## config.mk

```make
export PLATFORM = sky130hd
export DESIGN_NAME = mux_2to1_df
export DESIGN_NICKNAME = d
export VERILOG_FILES = /design/src/rtl/mux_2to1_df.sv
export SDC_FILE = /design/constraint.sdc
export NUM_CORES = 1
export LEC_CHECK = 0
export BUFFER_PORTS_ARGS = -buffer_cell sky130_fd_sc_hd__buf_2
export CAP_MARGIN = 20
export CORE_AREA = 2 2 39 41
export CTS_CLUSTER_DIAMETER = 200
export CTS_CLUSTER_SIZE = 24
export DETAILED_ROUTE_END_ITERATION = 7
export DIE_AREA = 0 0 41 43
export PLACE_DENSITY = 0.6
export SLEW_MARGIN = 30
export SYNTH_ARGS = -nofsm -noshare
export SYNTH_HDL_FRONTEND = slang
export SYNTH_SLANG_ARGS = --single-unit
export TNS_END_PERCENT = 100
```

## constraint.sdc

```tcl
create_clock -name clk -period 1.62 [get_ports clk]
set_input_delay 0.324 -clock clk [delete_from_list [all_inputs] [get_ports clk]]
set_output_delay 0.324 -clock clk [all_outputs]
set_load 0.02 [all_outputs]
```

## src/rtl/mux_2to1_df.sv

```systemverilog
`default_nettype none
// ============================================================================
// Module   : mux_2to1_df
// Brief    : Dataflow 2-to-1 mux with a registered copy of the result and a
//            saturating counter of Select transitions.
// Revision : 1.0 - initial release
// ============================================================================
module mux_2to1_df #(
    parameter int WIDTH = 1,
    parameter int CNT_W = 8
) (
    output logic [WIDTH-1:0] Out,
    input  logic [WIDTH-1:0] In1,
    input  logic [WIDTH-1:0] In2,
    input  logic             Select,
    input  logic             clk,
    input  logic             rst,
    output logic [WIDTH-1:0] out_q,
    output logic             out_valid,
    output logic [CNT_W-1:0] sel_changes
);

    localparam logic [CNT_W-1:0] c_cnt_max = '1;

    logic [WIDTH-1:0] r_out_q;
    logic             r_out_valid;
    logic             r_sel_prev;
    logic [CNT_W-1:0] r_sel_changes;
    logic             w_sel_toggled;

    // Plain ?: keeps X-propagation on Select: agreeing bits stay known.
    assign Out = Select ? In2 : In1;

    // The first post-reset sample has no valid predecessor, so it never counts.
    assign w_sel_toggled = r_out_valid && (Select != r_sel_prev);

    always_ff @(posedge clk) begin
        if (rst) begin
            r_out_q       <= '0;
            r_out_valid   <= 1'b0;
            r_sel_prev    <= 1'b0;
            r_sel_changes <= '0;
        end else begin
            r_out_q     <= Out;
            r_out_valid <= 1'b1;
            r_sel_prev  <= Select;
            if (w_sel_toggled && (r_sel_changes != c_cnt_max)) begin
                r_sel_changes <= r_sel_changes + 1'b1;
            end
        end
    end

    assign out_q       = r_out_q;
    assign out_valid   = r_out_valid;
    assign sel_changes = r_sel_changes;

endmodule
`default_nettype wire

```

After elaboration in Yosys (flattened, before gate mapping)
Cells that the tools add are included.
Cells by class
  equal/unequal tests: 2
  $add $sub $neg: 1
  multiplexer cells: 2
  reductions and logical operators: 2
Operators with widths (count)
  adder 8 x 1 -> 8 bit, second input constant: 1
  != test 8 bit, second input constant: 1
  logical AND 1 bit: 2
  2-to-1 mux 1 bit: 2
  != test 1 bit: 1
Word-level totals
  register bits: 11
  output and inout port bits: 11
  input bits: 5

Longest topological paths before layout
  word-level depth: 3
  gate-level depth with buffers: 5
  depth with buffers taken out: 5

Worst setup path before layout
OpenSTA, ideal clock, no wires.
  kind: flip-flop to flip-flop
  start point: register r_sel_changes[0] (netlist: sel_changes[0])
  end point: register r_sel_changes[1] (netlist: sel_changes[1])
  cell stages (with the launch flop): 6
  arrival: 1.339 ns
  period minus slack after synthesis: 1.467 ns
  slack: 0.153 ns
  required time: 1.492 ns
  library setup time: 0.128 ns
  cell sequence: dfxtp_1 ha_1 nand3_1 o211ai_4 mux2i_1 nor2_1
Between the ends
  cells in the longest elaborated chain, start to end: 2
  elaborated cells on any way between the ends: 3
  those cells by class: add/sub: 1; eq/ne: 1; reduce/logical: 1
Ends and longest elaborated chain
  from (decl): RTL line 28  | logic [CNT_W-1:0] r_sel_changes;
  from (signal assigned): RTL line 48  | r_sel_changes <= r_sel_changes + 1'b1;
  parallel branches: the longest is 2 deep, another holds adder 8 x 1 -> 8 bit
Several ways; the timed one is not identified.
A chain may end at the register's enable or synchronous reset.

Worst setup path in the final report
  start point: register r_sel_changes[0] (netlist: sel_changes[0])
  end point: register r_sel_changes[3] (netlist: sel_changes[3])
The elaborated chain is that of the path after synthesis.

==> out/results.tsv <==
metric	value	unit
CP top delay family	simple AND/OR/NAND/NOR gates	
top-count cell post-synth	dfxtp_1	
r2r setup slk	0.22	ns
Worst Reg2Reg Path Length in Cells	5	
multi-input logic area	273	sq um
CTS Hold Bufs	0	
port bufs	15	
max_cap viols	0	
Pre-Repair DR Iteration Count	5	
endpoints failing setup	0	
Synth area leader	dfxtp_1	
Worst R2R End	sel_changes[3]$_SDFFE_PP0P_	
synthesized cell area	504	sq um
VDD IR max	0.000403	V
row count	14	
DR vias	446	
diode count	0	
detailed placement HPWL	715	um
Final Core Density	0.455	
required time worst endpoint	1.82	ns
Comb power frac	0.117	
skew final	0.00243	ns
leak pwr	0.287	nW
vias in the first global route	417	
Final Max Slew Viols	0	
Area contributors post-synth	dfxtp_1 44%, nand4_1 5.0%, o211ai_4 4.2%, mux2i_1 4.0%, nor2_1 3.7%	
Synth Instances	54	
Core Area	1380	sq um
total grt overflow	0	
critical path class	register to register	
Seq pwr share	0.536	
final worst path period share	0.864	
Max-Slew Margin vs Limit	0.819	
final layout net count	80	
fmax	714	MHz
sequential cell area	220	sq um
share of layout cells above drive strength 1	0.301	
Yosys Warn Count	0	
CP arrival	1.60	ns
minimum clock period	1.40	ns
H-Tree Level Count	1	
CP Buf/Inv Count	0	
setup bufs post-CTS	0	
CTS max path bufs	2	
Die X	41	um
CP Depth	5	
Crit Reg-Reg Startpoint	sel_changes[0]$_SDFFE_PP0P_	
vias per cell	5.01	
Gates resized, CTS repair	0	
Worst Hold Class	input pin to register	
Initial Util	0.364	
Hold Vio Cnt, Final	0	
Worst-Margin Slew	0.270	ns
Slowest cell on crit path	or3_1	
Main synth FF type	dfxtp_1	
Cell Chain, Critical Path	ha_1 > nand3_1 > o211ai_4 > or3_1 > a21oi_1	
first-pass GRT wire length	1730	um
CTS Sinks	11	
clock power share	0.348	
switch share	0.255	
fillcell total	141	
GPL Wtd Cong	0.731	
RSZ-0062 raised after global routing	false	
CTS clk-pin slew, worst paths	0.07	ns
Boundary Pins	16	
Worst Setup End Kind	register	
antenna violations before repair	0	
syn avg cell area	9.34	sq um
number of flops mapped to enable cells by yosys	0	
status	completed	
drt wl/cell	11.1	um
largest net degree at the start of global routing	11	
Pint	0.400	mW
Synth Register Bits	11	
setup TNS	0	ns
Synthesized Nets	60	
drt total wl	988	um
Yosys top cell area share	0.437	
Worst Setup SP	sel_changes[0]$_SDFFE_PP0P_	
gr usage total	0.141	
area of the die	1760	sq um
CP endpoint	sel_changes[3]$_SDFFE_PP0P_	
Worst-Skew Late Latency	0.26	ns
Switch Pwr	0.137	mW
Yosys cell types	24	
Startpoint Class	register	
drc violations	0	
crit-path max cell delay	0.36	ns
cell area power density	854	nW/um^2
TritonCTS Buffers	3	
CTS tree	done	
crit-path max FO	5	
synth cell count leaders	11 x dfxtp_1, 5 x nor2_1, 4 x nand2_1, 4 x nand4_1, 3 x a21oi_1	
root buf cell	clkbuf_4	
ys async rst share	0	
sequential fraction of the synthesis area	0.437	
Final ANT Viol Nets	0	
Synth-to-Final Area Change	24.8	%
initial drt markers	4	
Die Span Y	43	um
## worst register-to-register path, cell delays in order, from the launching register on
cell      delay (ns)
dfxtp_1         0.35
ha_1            0.24
nand3_1         0.13
o211ai_4        0.12
or3_1           0.36
a21oi_1         0.13
## state kept, by name, summed over array words and instances (netlist names)
| signal | cells |
|---|---|
| out_q | 1 |
| out_valid | 1 |
| r_sel_prev | 1 |
| sel_changes | 8 |
## layer usage
metal,wire length (um),track usage,vias up
met5,0,0,-
met2,476,0.197,11
met1,447,0.201,201
met4,0,0.0400,0
li1,-,-,234
met3,64,0.0471,0
## through the flow
stage | hold slack [ns] | cell area [sq um] | setup WS (ns) | total power, mW | std cells
after global routing | 0.351 | 629 | 0.0964 | 0.565 | 89
after floorplan | 0.452 | 504 | 0.153 | 0.334 | 54
after global placement | 0.531 | 603 | 0.211 | 0.357 | 85
after detailed placement | 0.532 | 603 | 0.186 | 0.357 | 85
after CTS | 0.331 | 629 | 0.219 | 0.544 | 89
final | 0.335 | 629 | 0.220 | 0.537 | 89
## area by class of cell
| type | instances | area share |
|---|---|---|
| multi-input combinational | 40 | 0.433 |
| inverter | 2 | 0.0119 |
| sequential | 11 | 0.350 |
| clock buffer | 4 | 0.0417 |
| tap | 16 | 0.0318 |
| timing repair buffer | 16 | 0.131 |
## cell families after synthesis
family          Yosys count  share of synthesized area
flops                    11                      0.437
xor+xnor                  3                     0.0670
fa+ha+maj                 1                     0.0248
compound gates            8                      0.124
buf+inv                   3                     0.0223
simple gates             25                      0.263
mux                       3                     0.0620
## cell usage in the layout (no fill, tap or decap), types with 2 or more instances in the layout
| cell | instances |
|---|---|
| inv_1 | 2 |
| mux2i_1 | 2 |
| and3_1 | 2 |
| clkbuf_4 | 3 |
| a21oi_1 | 3 |
| nand4_1 | 4 |
| buf_2 | 15 |
| dfxtp_1 | 11 |
| nand2_1 | 4 |
| nand3_1 | 2 |
| nor2_1 | 5 |
| o21ai_0 | 2 |
| or3_1 | 2 |
| and2_1 | 2 |
| xor2_1 | 2 |
## worst min-delay path by stage
stage                           startpoint  depth (start not counted)                           to
6_report                               rst                          2            out_valid$_DFF_P_
5_1_grt                                rst                          2            out_valid$_DFF_P_
4_1_cts                                rst                          2            out_valid$_DFF_P_
3_5_place_dp   sel_changes[7]$_SDFFE_PP0P_                          2  sel_changes[7]$_SDFFE_PP0P_
2_1_floorplan                       Select                          1        r_sel_prev$_SDFF_PP0_
3_3_place_gp   sel_changes[7]$_SDFFE_PP0P_                          2  sel_changes[7]$_SDFFE_PP0P_
## power groups by stage
stage / combinational, mW / clock (mW) / sequential (mW)
after floorplan: 0.0313 / 0 / 0.302
after global placement: 0.0630 / 0 / 0.295
after detailed placement: 0.0627 / 0 / 0.294
after CTS: 0.0635 / 0.193 / 0.288
after global routing: 0.0697 / 0.206 / 0.289
final: 0.0627 / 0.187 / 0.288
Note: power is estimated with default switching activity, not from simulation.
